$ cat src/rtl/sdram_cmd_sequencer.sv
// SDRAM command issuer: takes one abstract command per cycle over valid/ready,
// holds it back until bank/global timing allows it, and drives registered pins.
// Timing is tracked with saturating down-counters loaded with (T-1) on accept.
//
// state     | meaning
// ST_ACTIVE | normal operation, commands gated by bank state and counters
// ST_LOWPWR | self-refresh / power-down, only REC is accepted
module sdram_cmd_sequencer #(
    parameter int ROW_W  = 12,
    parameter int COL_W  = 8,
    parameter int BANK_W = 2,
    parameter int DQM_W  = 4,
    parameter int T_RCD  = 2,
    parameter int T_RP   = 2,
    parameter int T_RC   = 7,
    parameter int T_WR   = 2,
    parameter int T_MRD  = 2,
    parameter int T_RFC  = 7
) (
    input  logic                            clk,
    input  logic                            rst_n,
    input  logic                            cmd_valid,
    output logic                            cmd_ready,
    input  logic [3:0]                      cmd,
    input  logic [BANK_W+ROW_W+COL_W-1:0]   addr_in,
    input  logic [ROW_W-1:0]                mrs,
    input  logic [DQM_W-1:0]                dqm_in,
    output logic                            cke,
    output logic                            cs_n,
    output logic                            ras_n,
    output logic                            cas_n,
    output logic                            we_n,
    output logic [BANK_W-1:0]               ba,
    output logic [ROW_W-1:0]                addr,
    output logic [DQM_W-1:0]                dqm,
    output logic [(2**BANK_W)-1:0]          bank_open,
    output logic                            cmd_err
);
    localparam int NB = 2 ** BANK_W;
    localparam int CW = 5;

    // Command codes 1 and 15 (NOP) need no decode: they fall to the defaults.
    localparam logic [3:0] C_DESL  = 4'd0;
    localparam logic [3:0] C_MRS   = 4'd2;
    localparam logic [3:0] C_ACT   = 4'd3;
    localparam logic [3:0] C_READ  = 4'd4;
    localparam logic [3:0] C_READA = 4'd5;
    localparam logic [3:0] C_WRIT  = 4'd6;
    localparam logic [3:0] C_WRITA = 4'd7;
    localparam logic [3:0] C_PRE   = 4'd8;
    localparam logic [3:0] C_PALL  = 4'd9;
    localparam logic [3:0] C_BST   = 4'd10;
    localparam logic [3:0] C_REF   = 4'd11;
    localparam logic [3:0] C_SELF  = 4'd12;
    localparam logic [3:0] C_SUP   = 4'd13;
    localparam logic [3:0] C_REC   = 4'd14;

    localparam logic [CW-1:0] LD_RCD = CW'(T_RCD - 1);
    localparam logic [CW-1:0] LD_RP  = CW'(T_RP - 1);
    localparam logic [CW-1:0] LD_RC  = CW'(T_RC - 1);
    localparam logic [CW-1:0] LD_WR  = CW'(T_WR - 1);
    localparam logic [CW-1:0] LD_WRP = CW'(T_WR + T_RP - 1);
    localparam logic [CW-1:0] LD_MRD = CW'(T_MRD - 1);
    localparam logic [CW-1:0] LD_RFC = CW'(T_RFC - 1);

    typedef enum logic {ST_ACTIVE, ST_LOWPWR} state_t;
    state_t state_q, state_d;

    logic [CW-1:0] rcd_q [NB];
    logic [CW-1:0] rp_q  [NB];
    logic [CW-1:0] rc_q  [NB];
    logic [CW-1:0] wr_q  [NB];
    logic [CW-1:0] g_q;
    logic [NB-1:0] open_q;

    logic [BANK_W-1:0] bank;
    logic [ROW_W-1:0]  row;
    logic [ROW_W-1:0]  col_addr;
    logic g_idle, all_rp0, all_wr0, illegal, accept;
    logic [3:0] pin_d;
    logic cke_d, err_d;
    logic [BANK_W-1:0] ba_d;
    logic [ROW_W-1:0]  addr_d;
    logic [DQM_W-1:0]  dqm_d;

    assign bank      = addr_in[COL_W+ROW_W +: BANK_W];
    assign row       = addr_in[COL_W +: ROW_W];
    assign col_addr  = ROW_W'(addr_in[COL_W-1:0]);
    assign bank_open = open_q;
    assign accept    = cmd_valid && cmd_ready;

    // Readiness of the presented command against bank state and counters
    always_comb begin
        all_rp0   = 1'b1;
        all_wr0   = 1'b1;
        illegal   = 1'b0;
        cmd_ready = 1'b0;
        g_idle    = (g_q == '0);
        for (int i = 0; i < NB; i++) begin
            if (rp_q[i] != '0) all_rp0 = 1'b0;
            if (wr_q[i] != '0) all_wr0 = 1'b0;
        end
        case (cmd)
            C_ACT: begin
                illegal   = open_q[bank];
                cmd_ready = g_idle && (rp_q[bank] == '0) && (rc_q[bank] == '0);
            end
            C_READ, C_READA, C_WRIT, C_WRITA: begin
                illegal   = !open_q[bank];
                cmd_ready = g_idle && (rcd_q[bank] == '0);
            end
            C_PRE:               cmd_ready = g_idle && (wr_q[bank] == '0);
            C_PALL:              cmd_ready = g_idle && all_wr0;
            C_MRS, C_REF, C_SELF: cmd_ready = g_idle && (open_q == '0) && all_rp0;
            default:             cmd_ready = 1'b1;
        endcase
        // Illegal commands are swallowed as soon as no global wait is pending.
        if (illegal) cmd_ready = g_idle;
        if (state_q == ST_LOWPWR) cmd_ready = (cmd == C_REC);
        if (!rst_n) cmd_ready = 1'b0;
    end

    // Next power state and next pin values for the accepted command
    always_comb begin
        state_d = state_q;
        pin_d   = 4'b0111;
        cke_d   = cke;
        err_d   = 1'b0;
        ba_d    = '0;
        addr_d  = '0;
        dqm_d   = '1;
        if (accept) begin
            if (state_q == ST_LOWPWR) begin
                state_d = ST_ACTIVE;
                cke_d   = 1'b1;
            end else if (illegal) begin
                err_d = 1'b1;
            end else begin
                case (cmd)
                    C_DESL: pin_d = 4'b1111;
                    C_MRS: begin
                        pin_d  = 4'b0000;
                        addr_d = mrs;
                    end
                    C_ACT: begin
                        pin_d  = 4'b0011;
                        ba_d   = bank;
                        addr_d = row;
                    end
                    C_READ, C_READA: begin
                        pin_d      = 4'b0101;
                        ba_d       = bank;
                        addr_d     = col_addr;
                        addr_d[10] = (cmd == C_READA);
                        dqm_d      = dqm_in;
                    end
                    C_WRIT, C_WRITA: begin
                        pin_d      = 4'b0100;
                        ba_d       = bank;
                        addr_d     = col_addr;
                        addr_d[10] = (cmd == C_WRITA);
                        dqm_d      = dqm_in;
                    end
                    C_PRE: begin
                        pin_d = 4'b0010;
                        ba_d  = bank;
                    end
                    C_PALL: begin
                        pin_d      = 4'b0010;
                        addr_d[10] = 1'b1;
                    end
                    C_BST: pin_d = 4'b0110;
                    C_REF: pin_d = 4'b0001;
                    C_SELF: begin
                        pin_d   = 4'b0001;
                        cke_d   = 1'b0;
                        state_d = ST_LOWPWR;
                    end
                    C_SUP: begin
                        cke_d   = 1'b0;
                        state_d = ST_LOWPWR;
                    end
                    default: ;
                endcase
            end
        end
    end

    // Registered pins and power state
    always_ff @(posedge clk) begin
        if (!rst_n) begin
            state_q                   <= ST_ACTIVE;
            cke                       <= 1'b1;
            {cs_n, ras_n, cas_n, we_n} <= 4'b1111;
            ba                        <= '0;
            addr                      <= '0;
            dqm                       <= '1;
            cmd_err                   <= 1'b0;
        end else begin
            state_q                   <= state_d;
            cke                       <= cke_d;
            {cs_n, ras_n, cas_n, we_n} <= pin_d;
            ba                        <= ba_d;
            addr                      <= addr_d;
            dqm                       <= dqm_d;
            cmd_err                   <= err_d;
        end
    end

    // Timing counters and per-bank open state
    always_ff @(posedge clk) begin
        if (!rst_n) begin
            g_q    <= '0;
            open_q <= '0;
            for (int i = 0; i < NB; i++) begin
                rcd_q[i] <= '0;
                rp_q[i]  <= '0;
                rc_q[i]  <= '0;
                wr_q[i]  <= '0;
            end
        end else begin
            if (g_q != '0) g_q <= g_q - CW'(1);
            for (int i = 0; i < NB; i++) begin
                if (rcd_q[i] != '0) rcd_q[i] <= rcd_q[i] - CW'(1);
                if (rp_q[i]  != '0) rp_q[i]  <= rp_q[i]  - CW'(1);
                if (rc_q[i]  != '0) rc_q[i]  <= rc_q[i]  - CW'(1);
                if (wr_q[i]  != '0) wr_q[i]  <= wr_q[i]  - CW'(1);
            end
            if (accept && state_q == ST_LOWPWR) begin
                g_q <= LD_RC;
            end else if (accept && !illegal) begin
                case (cmd)
                    C_ACT: begin
                        rcd_q[bank]  <= LD_RCD;
                        rc_q[bank]   <= LD_RC;
                        open_q[bank] <= 1'b1;
                    end
                    C_WRIT: wr_q[bank] <= LD_WR;
                    C_PRE, C_READA: begin
                        rp_q[bank]   <= LD_RP;
                        open_q[bank] <= 1'b0;
                    end
                    C_WRITA: begin
                        rp_q[bank]   <= LD_WRP;
                        open_q[bank] <= 1'b0;
                    end
                    C_PALL: begin
                        for (int i = 0; i < NB; i++) rp_q[i] <= LD_RP;
                        open_q <= '0;
                    end
                    C_MRS:   g_q <= LD_MRD;
                    C_REF:   g_q <= LD_RFC;
                    default: ;
                endcase
            end
        end
    end
endmodule

$ cat config.mk
export PLATFORM = sky130hd
export DESIGN_NAME = sdram_cmd_sequencer
export DESIGN_NICKNAME = d
export VERILOG_FILES = /design/src/rtl/sdram_cmd_sequencer.sv
export SDC_FILE = /design/constraint.sdc
export NUM_CORES = 1
export LEC_CHECK = 0
export CAP_MARGIN = 30
export CORE_ASPECT_RATIO = 1.1
export CORE_MARGIN = 3
export CORE_UTILIZATION = 50
export DETAILED_ROUTE_END_ITERATION = 16
export PLACE_DENSITY = 0.72
export SYNTH_ARGS = -nofsm -noshare
export SYNTH_HDL_FRONTEND = slang
export SYNTH_SLANG_ARGS = --single-unit
$ cat constraint.sdc
create_clock -name clk -period 3.2 [get_ports clk]
set_input_delay 0.64 -clock clk [delete_from_list [all_inputs] [get_ports clk]]
set_output_delay 0.64 -clock clk [all_outputs]
set_load 0.05 [all_outputs]
==> out/summary.md, run 1 <==
The startpoint identified for the worst register-to-register timing path is rcd_q[2][0]. For the smallest hold slack, the log shows 450.1 ps. For the worst setup path, the data required time is 2560 ps. The run gives 0.007949 sq mm as the post-route cell area. The number of synthesized flops with an enable pin was 4. The number of violations reported at the end of detailed-routing iteration 0 came out at 423. Worst-case hold path end point: rcd_q[0][4]. The library cell with the largest summed area after synthesis was dfxtp_1. By instance count, the leading cell after synthesis is dfxtp_1.

The slew at the pin with the worst max-slew slack came out at 703.7 ps. The clock passes through at most 2 buffers. Sequential elements use 40.27% of the synthesized area.

The tools report the count of antenna-violating nets left after detailed routing as 0. The commonest cells after synthesis are dfxtp_1, nor2_1, nand2_1, inv_1, nor3_1. Across the run, the number of max-cap violations was 0.

The routability congestion estimate from global placement is 0.9714. The die covers 0.01286 sq mm. The share of Yosys cell area claimed by the top area cell type works out to 38.19%.

The H-tree was split into 4 levels. Number of hold buffers added after CTS: 0. Measured along the x axis, the die boundary spans 108.4 microns. Counting every instance in the synthesized netlist gives 699.

The detailed-route DRC error count is 0. Excluding fillers, the count of instances in the completed layout stands at 1000. The clock latency on the worst-skew pair is 420 ps, and the count of cells along the worst hold path is 2. The tools report the static leakage power as 3.284 nW. Data on the critical path arrives at its endpoint at 2480 ps. The signed area change from the synthesized netlist to the final layout was 37.84%; the initial standard-cell utilization of the core was 51.90%. From bottom edge to top edge, the die measures 118.6 microns. At the end of the flow, the number of nets in the layout was 910. For this run, the number of Yosys warnings is 0. Summing over every cut layer, the via total after detailed routing is 5660. Buffers inserted during clock tree synthesis total 17. The via-per-instance ratio came out at 5.660.

Of the available clock period, the critical path in the final layout requires 97.43%. For the hold violation total from the final report, the log shows 0. The logs give 65 for the number of distinct library cells after synthesis and 74 for the count of boundary I/O pins. Setup violations remaining at the end of the flow were counted as 0. The net count of the mapped netlist was 768; the post-route clock skew was 10.14 ps. The netlist area before placement was 0.005767 sq mm; the count of port buffers added during placement was 73. The proportion of layout cells with a drive suffix above 1 was 17.70%. Global routing used 25.75% of the available tracks.

Wire length of the first global-routing pass: 26.16 mm. TritonCTS built the clock tree. The smallest clock period supported by the final layout is computed as 3118 ps. After synthesis, the mean cell area works out to 8.250 sq um. The tools report the startpoint of the lowest-slack hold path as rcd_q[0][4]. In the final routed layout, each cell accounts on average for 16.15 microns.

In this run the core area contains 40 standard-cell rows. For this run the aggregate overflow at the end of global routing stands at 0. The number of antenna violations at the first check in global routing is 0, and the number of fill cells in the layout is 868.

The run gives 0 as the number of pins exceeding their max-slew limit in the final report. The number of cells after detailed placement came out at 966. The worst setup path is captured at a primary output. The peak fanout along the critical path is 3, and the total iterations of the first detailed-routing run is 6. Entering global routing, the biggest net connects 35 pins. In this run the critical register-to-register path is captured at rp_q[0][4]. STA classifies the critical path startpoint as a flop. By area the synthesized netlist is led by dfxtp_1, nor2_1, nand2_1, ha_1, xnor2_1. Across the VDD grid, the largest voltage drop is 0.5255 mV.

Among all flip-flop cells after synthesis, the most frequent one is dfxtp_1. Static timing analysis puts the maximum clock frequency at 320.7 MHz. The run finished with clean final reports. The HPWL after detailed placement is 12.03 mm, and the number of cells on the worst reg-to-reg path is 9.

The min-delay analysis places its worst path in the category flop to flop. The setup slack on the worst flop-to-flop path came out at 150 ps. The via count of the first global-routing pass came out at 5434.

In this run the tightest slew margin relative to its limit is 51.87%. The repair_antennas step left the layout with diodes totalling 0. Setup repair after global routing left no endpoint under its margin. Summed over all layers, the routed wires come to 16.15 mm. In the synthesized netlist the async set-or-reset flop fraction comes to 0%.

The synthesized design contains 114 register bits. CTS placed an instance of clkbuf_16 at the clock tree root. Clock transition at the registers of the reported paths: 50 ps. The power density over the cells was 927.3 mW/mm^2. In this run the standard cell core region covers 0.01111 sq mm. For this design, the sink count on the clock tree is 114. After detailed placement, the total cell area comes to 0.007139 sq mm. For the final routed database, the setup TNS stands at 0 ps.

Kind of critical path: flop to primary output.
[how the worst max path moves through the flow]
stage	from	endpoint	slack, ps	cells past startpoint
after global placement	addr_in[21]	rp_q[0][4]	-530	12
after detailed placement	addr_in[21]	rp_q[0][4]	-540	12
after floorplan	cmd[1]	rp_q[3][1]	140	9
after global routing	cmd[2]	cmd_ready	5	10
after CTS	rcd_q[2][0]	cmd_ready	10	7
final	rcd_q[2][0]	cmd_ready	80	7
[stage by stage]
stage / total power [W] / setup slack (ps) / utilization [%]
final: 0.007371 / 82.28 / 71.54
after global routing: 0.007908 / 5.305 / 71.54
after CTS: 0.007306 / 12.31 / 70.89
after detailed placement: 0.005159 / -538.9 / 64.26
after global placement: 0.005005 / -534.1 / 64.21
after floorplan: 0.004371 / 138.0 / -
[worst max-delay path: stages, from the launching register on]
cell      delay (ps)
dfxtp_1          330
or3_4            410
or4b_4           550
a221oi_4         320
nor4b_4           80
nand2_1           70
and2_4           170
buf_12           130
[where the power goes]
| group | internal [W] | switching [W] |
|---|---|---|
| logic | 0.00146 | 0.00161 |
| registers | 0.00185 | 0.000396 |
| clock network | 0.00141 | 0.000636 |
[flip-flops by register name, summed over array words and instances (netlist names)]
name / count
we_n: 1
state_q: 1
g_q: 5
ras_n: 1
dqm: 4
cmd_err: 1
cs_n: 1
bank_open: 4
addr: 12
cke: 1
ba: 2
rp_q: 20
rcd_q: 20
wr_q: 20
cas_n: 1
rc_q: 20
[cells by family (layout without fill, tap and decap cells)]
logic type / Yosys count / count (layout) / synth area share (%)
buffers and inverters: 71 / 225 / 4.947
DFF: 114 / 114 / 40.27
and+or+nand+nor: 313 / 313 / 26.14
xor gates and xnor gates: 34 / 34 / 5.164
AOI/OAI and AO/OA: 135 / 135 / 16.62
adders and majority gates: 24 / 24 / 5.207
muxes: 8 / 8 / 1.649
[metal layers]
layer / up-vias / share of wire, % / track usage, %
met3: 39 / 5.1 / 5.571
met2: 157 / 51 / 43.51
met1: 2713 / 42 / 31.45
met4: 0 / 2.5 / 10.50
li1: 2751 / - / -
met5: - / 0 / 0
[timing repair]
action / 4_1_cts / 5_1_grt
resized for setup: 22 / 12
endpoints found under the setup margin: 4 / 50
gates cloned: 0 / 1
pin swaps: 4 / 6
setup buffers: 2 / 1
[area by class of cell]
class                           count  area [sq um]  share of cell area [%]
Tap cell                          147         183.9                   2.314
Multi-Input combinational cell    514          3298                   41.49
Clock buffer                       20         457.9                   5.761
Timing Repair Buffer              154          1354                   17.03
Clock inverter                     11         181.4                   2.282
Sequential cell                   114          2323                   29.23
Inverter                           40         150.1                   1.889
[layout by cell type (no fill, tap or decap), drive strengths merged, types with 3 or more instances in the layout]
| master | n |
|---|---|
| xnor2 | 31 |
| a31oi | 12 |
| nand3 | 4 |
| mux2i | 5 |
| nor3 | 38 |
| nand2 | 83 |
| nor4b | 7 |
| a222oi | 8 |
| clkdlybuf4s50 | 65 |
| o211ai | 8 |
| dfxtp | 110 |
| edfxtp | 4 |
| xor2 | 3 |
| nand2b | 10 |
| o22ai | 4 |
| or3 | 12 |
| nor3b | 4 |
| o21ai | 29 |
| nor2 | 101 |
| clkinv | 5 |
| buf | 83 |
| or4 | 5 |
| or2 | 6 |
| nor4 | 11 |
| and2 | 6 |
| nand4b | 3 |
| inv | 41 |
| clkbuf | 20 |
| nor2b | 8 |
| a22oi | 3 |
| a21oi | 33 |
| or4b | 3 |
| o31ai | 10 |
| ha | 24 |
| bufinv | 5 |
| o41ai | 7 |
| and3 | 4 |
| dlygate4sd2 | 4 |
| nand4 | 4 |
(Power assumes the default switching activity.)
==> run 2, diff against run 1 <==
--- a/config.mk
+++ b/config.mk
@@ -9,6 +9,7 @@
 export CORE_ASPECT_RATIO = 1.1
 export CORE_MARGIN = 3
 export CORE_UTILIZATION = 50
+export CTS_CLUSTER_SIZE = 24
 export DETAILED_ROUTE_END_ITERATION = 16
 export PLACE_DENSITY = 0.72
 export SYNTH_ARGS = -nofsm -noshare
==> results of run 2 <==
Same layout as run 1: the final DEF is identical, and so are final timing and power.
